**src/rtl/bin2bcd_8bit.sv**
```systemverilog
// Sequential binary-to-BCD converter using iterative shift-add-3 (double-dabble),
// one input bit per clock, with a busy/done handshake toward the display stage.
module bin2bcd_8bit #(
    parameter int unsigned WIDTH  = 8,
    parameter int unsigned DIGITS = 3
) (
    input  logic                  clock,
    input  logic                  reset,
    input  logic                  start,
    input  logic [WIDTH-1:0]      binary,
    output logic                  busy,
    output logic                  done,
    output logic [4*DIGITS-1:0]   bcd
);

    localparam int unsigned BCD_W = 4 * DIGITS;
    localparam int unsigned CNT_W = $clog2(WIDTH + 1);

    typedef enum logic {
        IDLE  = 1'b0,
        SHIFT = 1'b1
    } state_t;

    state_t               state;
    logic [WIDTH-1:0]     sreg;
    logic [BCD_W-1:0]     digits;
    logic [CNT_W-1:0]     count;

    logic [BCD_W-1:0]     adj_c;
    logic [BCD_W-1:0]     next_digits_c;

    // One add-3 correction per digit, then the shift pulls the next binary MSB into the ones digit.
    always_comb begin
        adj_c = digits;
        for (int i = 0; i < int'(DIGITS); i++) begin
            if (digits[4*i +: 4] >= 4'd5) begin
                adj_c[4*i +: 4] = digits[4*i +: 4] + 4'd3;
            end
        end
        next_digits_c = {adj_c[BCD_W-2:0], sreg[WIDTH-1]};
    end

    always_ff @(posedge clock or negedge reset) begin
        if (!reset) begin
            state  <= IDLE;
            sreg   <= '0;
            digits <= '0;
            count  <= '0;
            busy   <= 1'b0;
            done   <= 1'b0;
            bcd    <= '0;
        end else begin
            done <= 1'b0;
            case (state)
                IDLE: begin
                    if (start) begin
                        sreg   <= binary;
                        digits <= '0;
                        count  <= CNT_W'(WIDTH);
                        busy   <= 1'b1;
                        state  <= SHIFT;
                    end
                end
                SHIFT: begin
                    sreg   <= {sreg[WIDTH-2:0], 1'b0};
                    digits <= next_digits_c;
                    count  <= count - CNT_W'(1);
                    // Last iteration: publish the freshly shifted digits directly.
                    if (count == CNT_W'(1)) begin
                        bcd   <= next_digits_c;
                        done  <= 1'b1;
                        busy  <= 1'b0;
                        state <= IDLE;
                    end
                end
                default: begin
                    state <= IDLE;
                    busy  <= 1'b0;
                end
            endcase
        end
    end

endmodule

```
**config.mk**
```make
export PLATFORM = sky130hd
export DESIGN_NAME = bin2bcd_8bit
export DESIGN_NICKNAME = d
export VERILOG_FILES = /design/src/rtl/bin2bcd_8bit.sv
export SDC_FILE = /design/constraint.sdc
export NUM_CORES = 1
export LEC_CHECK = 0
export CAP_MARGIN = 20
export CORE_AREA = 4 4 63 65
export CTS_BUF_LIST = sky130_fd_sc_hd__clkbuf_8
export CTS_CLUSTER_DIAMETER = 150
export CTS_CLUSTER_SIZE = 16
export DETAILED_ROUTE_END_ITERATION = 8
export DIE_AREA = 0 0 67 69
export GPL_TIMING_DRIVEN = 0
export PLACE_DENSITY = 0.78
export REMOVE_ABC_BUFFERS = 1
export SYNTH_ARGS = -nofsm -noshare
export SYNTH_HDL_FRONTEND = slang
export SYNTH_SLANG_ARGS = --single-unit
```
**constraint.sdc**
```tcl
create_clock -name clock -period 2.3 [get_ports clock]
set_clock_uncertainty 0.2 [all_clocks]
set_input_delay 0.46 -clock clock [delete_from_list [all_inputs] [get_ports clock]]
set_output_delay 0.46 -clock clock [all_outputs]
set_load 0.01 [all_outputs]
```
==> metrics.yaml, run 1 <==
worst_setup_path:
  cp-start-kind: "register"
  worst-path-buf-inv: 2
  worstPathMaxFanout: 22
  required_ps: 2280
  worst_setup_path_end_kind: "register"
  r2r_slack_ps: 80
  worstPathCellList: "inv_2, or4b_4, inv_6, mux2_1"
  cpMaxStageDelayCell: "sky130_fd_sc_hd__or4b_4"
  worstPathArrival_ps: 2200
  cp_class: "reg -> reg"
  critical-path-top-delay-family: "simple AND/OR/NAND/NOR gates"
  critical_path.max_stage_delay_ps: 700
sta:
  tightest_slew_ps: 1043
  timing.slew.headroom: 0.3023
  max_freq_mhz: 449.7
  final_report_max_slew_violation_count: 0
  hold_viol: 0
  report.final.setup_viol: 0
  fin_hold_ws_ps: 57.74
  post-route-min-period_ps: 2224
  rsz0062_at_grt: "false"
  layout_worst_path_cycle_share: 0.9668
  fin_tns_setup_ps: 0
drt:
  drc: 0
  finalWirelength_mm: 3.324
  avgRoutedWirePerCell_um: 13.35
  detail_route.first_pass.iterations: 4
  ant_nets: 0
  initialDrtViolationCount: 56
  route.vias.total: 1315
  post_drt_via_cell_ratio: 5.281
cts:
  cts_root_buf: "sky130_fd_sc_hd__clkbuf_8"
  cts.reportedPaths.clkPinSlew_ps: 80
  h_tree_levels: 2
  cts-root-to-sink-buffers: 2
  tritoncts.num_buffers: 5
  cts_hold_buffers: 0
  insertion_delay_ps: 290
  cts.sink_count: 39
  cts_tree: "built"
job:
  maxCapViolCount: 0
logic_synthesis:
  synth_sequential_area_ratio: 0.5306
  synth.cell_area_mm2: 0.001839
  synth_seq_cells: 39
  synth_warnings: 0
  synth_cell_type_count: 31
  synthesis.instances: 180
  synthesis.area_per_instance_um2: 10.22
power_and_ir_drop:
  power.clock.fraction: 0.179
  peak_supply_drop_uv: 665.9
  power_density_mw_per_mm2: 1425
  combinationalPowerShare: 0.426
  total_power_uw: 3150
  power_report.internal_total_uw: 1991
  cellLeakagePower_uw: 0.0009851
  power.net_switching_uw: 1159
  swShare: 0.3680
  p_seq_frac: 0.395
run_status:
  status: "finished clean"
global_route:
  grt_antenna_before_repair: 0
  first_pass_grt_wire_length_mm: 5.851
  via_count_of_the_first_global_routing_pass: 1353
  grt_start_max_net_pins: 40
  global_routing_usage_summed_across_all_routing_layers: 0.1630
  grt_remaining_overflow: 0
finish:
  net_count_reported_at_finish: 221
  end_of_flow_core_utilization: 0.6622
  layout_common_cells: "sky130_fd_sc_hd__dfrtp_1, sky130_fd_sc_hd__nand2_1, sky130_fd_sc_hd__clkdlybuf4s50_1"
  post-route-cell-area_mm2: 0.002210
  n_fill_cell: 275
  antenna_cells_inserted: 0
  final-seq-area_um2: 979.7
  area_of_the_multi_input_gates_um2: 770.7
  syn_to_final_growth_pct: 20.14
  layout-drive-gt1-share: 0.07882
  layout.cells.most_common: "sky130_fd_sc_hd__dfrtp_1"
worst_hold_path:
  hold_path.class: "in -> async"
floorplanning:
  start_util: 0.5512
  fp.dieArea_mm2: 0.004623
  core_region_area_mm2: 0.003337
  io-pin-count: 25
  die_h_um: 69
  dieWidth_um: 67
  fp-row-count: 21
placement:
  detailed_place.area_mm2: 0.002082
  place.detailed.hpwl_mm: 2.202
  portBuffers: 24
  gp_routability_congestion: 0.8081
-- flip-flops by register name, indices dropped and copies added (netlist names) --
register / count
sreg: 8
digits: 12
done: 1
busy: 1
count: 4
bcd: 12
state: 1
-- area by class of cell --
cell class	count	area share
inverter	11	0.02095
clock buffer	5	0.03114
sequential	39	0.4434
tap	46	0.02605
timing repair buffer	25	0.1099
multi-input combinational	120	0.3488
clock inverter	3	0.01982
-- synth_stat cells, drive strengths merged --
cell type	instances	area [um2]
buf	4	27.52
o311ai	2	25.03
nand3	2	10.01
xnor2	5	43.79
or3	2	12.51
nand2	28	105.1
o21ai	18	90.09
nor2	6	22.52
o22ai	8	50.05
mux2i	9	90.09
or4b	1	10.01
a21oi	9	45.04
inv	11	46.29
a31oi	1	6.260
nor3	5	25.02
mux2	4	45.04
clkbuf	6	22.52
nor3b	5	37.54
nand2b	3	18.77
dfrtp	39	975.9
a21o	3	22.52
o31ai	1	7.510
ha	8	100.1
-- routing by layer --
metal	share of wire	vias up	track usage	wire length (um)
met2	0.48	33	0.2566	1583
li1	-	659	-	-
met4	0.017	0	0.07207	56
met3	0.054	5	0.05195	179
met5	0	-	0	0
met1	0.45	618	0.2011	1505
-- through the flow --
step	std cells	setup slack [ps]
3_3_place_gp	240	-711.0
2_1_floorplan	170	-289.4
4_1_cts	249	61.17
5_1_grt	249	3.691
6_report	249	76.25
3_5_place_dp	240	-763.2
-- worst reg2reg max path, cell delays in order, from the launching register on --
cell                      delay [ps]
sky130_fd_sc_hd__dfrtp_4         530
sky130_fd_sc_hd__inv_2           190
sky130_fd_sc_hd__or4b_4          710
sky130_fd_sc_hd__inv_6           150
sky130_fd_sc_hd__mux2_1          330
-- power by group through the flow --
stage               registers, uW  logic (uW)  clock network, uW
detailed placement           1270        1300                  0
CTS                          1240        1360                581
floorplan                    1260         835                  0
global placement             1250        1240                  0
finish                       1240        1340                565
global route                 1290        1520                613
-- path summary, 6_finish.rpt --
kind	start	to	depth (start not counted)
hold reg to reg	bcd[7]$_DFFE_PN0P_	bcd[7]$_DFFE_PN0P_	2
hold / removal	reset	bcd[5]$_DFFE_PN0P_	1
min in group clock	bcd[7]$_DFFE_PN0P_	bcd[7]$_DFFE_PN0P_	2
setup / recovery	state$_DFF_PN0_	bcd[2]$_DFFE_PN0P_	4
setup reg to reg	state$_DFF_PN0_	bcd[2]$_DFFE_PN0P_	4
max in group asynchronous	reset	state$_DFF_PN0_	1
-- repair_timing --
item                                    4_1_cts  5_1_grt
resized for setup                             3        0
endpoints found under the setup margin       15        0
endpoints found under the hold margin         0        0
buffers inserted                              1        0
-- kinds of logic after synthesis --
family / count (synthesis) / synth area share
buffers and inverters: 21 / 0.05237
AO/OA/AOI/OAI: 42 / 0.1340
AND/OR/NAND/NOR: 52 / 0.1313
adder cells (fa/ha/maj): 8 / 0.05442
XOR/XNOR: 5 / 0.02381
multiplexers: 13 / 0.07347
flip-flops: 39 / 0.5306
No activity file was read; power rests on OpenSTA's default activity.
==> run 2, diff against run 1 <==
--- a/config.mk
+++ b/config.mk
@@ -6,12 +6,12 @@
 export NUM_CORES = 1
 export LEC_CHECK = 0
 export CAP_MARGIN = 20
-export CORE_AREA = 4 4 63 65
+export CORE_AREA = 2 2 61 63
 export CTS_BUF_LIST = sky130_fd_sc_hd__clkbuf_8
 export CTS_CLUSTER_DIAMETER = 150
 export CTS_CLUSTER_SIZE = 16
 export DETAILED_ROUTE_END_ITERATION = 8
-export DIE_AREA = 0 0 67 69
+export DIE_AREA = 0 0 63 65
 export GPL_TIMING_DRIVEN = 0
 export PLACE_DENSITY = 0.78
 export REMOVE_ABC_BUFFERS = 1
==> metrics.yaml, run 2 (same netlist as run 1, synthesis figures left out) <==
power_and_ir_drop:
  peak_supply_drop_uv: 746.9  # +12%
  power_density_mw_per_mm2: 1445  # +1.4%
  cellLeakagePower_uw: 0.0009881  # +0.31%
sta:
  report.final.setup_viol: 0  # unchanged
  fin_tns_setup_ps: 0  # unchanged
  post-route-min-period_ps: 2203  # -20.47 ps
  tightest_slew_ps: 1098  # +54.45 ps
  fin_hold_ws_ps: 57.21  # -0.5297 ps
  hold_viol: 0  # unchanged
  timing.slew.headroom: 0.2659  # -0.03641
  layout_worst_path_cycle_share: 0.9579  # -0.008898
  rsz0062_at_grt: "false"
  final_report_max_slew_violation_count: 0  # unchanged
  max_freq_mhz: 453.9  # +0.93%
finish:
  layout_top_registers: "bcd (12), digits (12), sreg (8)"
  final_cell_count_no_fill: 251  # +0.80%
  layout_common_cells: "sky130_fd_sc_hd__dfrtp_1, sky130_fd_sc_hd__nand2_1, sky130_fd_sc_hd__clkdlybuf4s50_1"
  layout.cells.most_common: "sky130_fd_sc_hd__dfrtp_1"
  end_of_flow_core_utilization: 0.6342  # -0.02795
  syn_to_final_growth_pct: 20.54
  net_count_reported_at_finish: 221  # unchanged
  antenna_cells_inserted: 0  # unchanged
  layout-drive-gt1-share: 0.07882  # unchanged
cts:
  cts_hold_buffers: 0  # unchanged
  cts.reportedPaths.clkPinSlew_ps: 80  # about the same
  insertion_delay_ps: 300  # about the same
  cts_tree: "built"
  tritoncts.num_buffers: 5  # unchanged
  cts_root_buf: "sky130_fd_sc_hd__clkbuf_8"
  h_tree_levels: 2  # unchanged
  cts.sink_count: 39  # unchanged
  cts-root-to-sink-buffers: 2  # unchanged
floorplanning:
  fp.dieArea_mm2: 0.004095  # -11%
  dieWidth_um: 63  # -6.0%
  fp-row-count: 22  # +4.8%
  core_region_area_mm2: 0.003496  # +4.8%
  die_h_um: 65  # -5.8%
  io-pin-count: 25  # unchanged
  start_util: 0.5261  # -0.02505
drt:
  finalWirelength_mm: 3.576  # +7.6%
  detail_route.first_pass.iterations: 4  # unchanged
  ant_nets: 0  # unchanged
  initialDrtViolationCount: 34  # -39%
  drc: 0  # unchanged
  route.vias.total: 1348  # +2.5%
  post_drt_via_cell_ratio: 5.371  # +1.7%
  avgRoutedWirePerCell_um: 14.25  # +6.7%
worst_setup_path:
  required_ps: 2270  # about the same
  worst-r2r-cell-count: 4  # unchanged
  worst_setup_path_startpoint: "state$_DFF_PN0_"
  cp-start-kind: "register"
  worstPathArrival_ps: 2170  # -30 ps
  cp_class: "reg -> reg"
  worstPathMaxFanout: 22  # unchanged
  worst_setup_path_end_kind: "register"
  timing.rr.start: "state$_DFF_PN0_"
run_status:
  status: "finished clean"
global_route:
  via_count_of_the_first_global_routing_pass: 1391  # +2.8%
  grt_remaining_overflow: 0  # unchanged
  grt_start_max_net_pins: 40  # unchanged
  global_routing_usage_summed_across_all_routing_layers: 0.1970  # +0.03396
  first_pass_grt_wire_length_mm: 6.196  # +5.9%
  grt_antenna_before_repair: 0  # unchanged
job:
  maxCapViolCount: 0  # unchanged
placement:
  portBuffers: 24  # unchanged
  place_inst: 242  # +0.83%
  place.detailed.hpwl_mm: 2.274  # +3.3%
  gp_routability_congestion: 0.7506  # -7.1%
worst_hold_path:
  hold_path.class: "in -> async"
## run 2: cell count changes in the layout (fill, tap and decap cells not counted), sizes merged
cell | previous run | this run
clkinv | 2 | 1
clkbuf | 5 | 6
## run 2: metrics by stage
| step | setup slack [ps] | total power [uW] | cell area (um2) |
|---|---|---|---|
| after floorplan | -289.4 | 2096 | 1789 |
| after global placement | -730.5 | 2485 | 2090 |
| after detailed placement | -769.4 | 2580 | 2085 |
| after CTS | 43.54 | 3221 | 2217 |
| after global routing | 23.16 | 3467 | 2217 |
| final | 96.72 | 3204 | 2217 |
## run 2: final cells by class
type / instances / area [um2]
Clock buffer: 6 / 82.58
Clock inverter: 2 / 35.03
Fill cell: 280 / 1279
Inverter: 11 / 46.29
Multi-Input combinational cell: 120 / 770.7
Sequential cell: 39 / 979.7
Tap cell: 48 / 60.06
Timing Repair Buffer: 25 / 242.7
## run 2: metal layers
layer | wire length (um) | track usage
met5 | 0 | 0
met4 | 46 | 0.08056
met3 | 174 | 0.04861
met2 | 1727 | 0.3404
met1 | 1626 | 0.2354
## run 2: path summary, 6_finish.rpt
kind | slack [ps] | endpoint
min | 60 | bcd[4]$_DFFE_PN0P_
max reg2reg | 100 | bcd[1]$_DFFE_PN0P_
max in group asynchronous | 1220 | state$_DFF_PN0_
max | 100 | bcd[1]$_DFFE_PN0P_
min reg2reg | 290 | bcd[9]$_DFFE_PN0P_
min in group clock | 290 | bcd[9]$_DFFE_PN0P_
## run 2: worst max-delay path: stages (launching register included)
cell and delay (ps):
sky130_fd_sc_hd__dfrtp_4 540, sky130_fd_sc_hd__inv_2 190, sky130_fd_sc_hd__or4b_4 660, sky130_fd_sc_hd__inv_6 150, sky130_fd_sc_hd__mux2_1 330
## run 2: repair_timing
| action | in CTS | in global routing |
|---|---|---|
| hold endpoints to repair | 0 | 0 |
| buffers inserted | 1 | 0 |
| pin swaps | 0 | 1 |
| resized for setup | 3 | 0 |
| setup endpoints to repair | 15 | 3 |
## run 2: where the power goes
part	internal [uW]	switching, uW	leakage (uW)
sequential	1000	258	0.000493
combinational	668	686	0.000434
clock	351	243	0.0000612
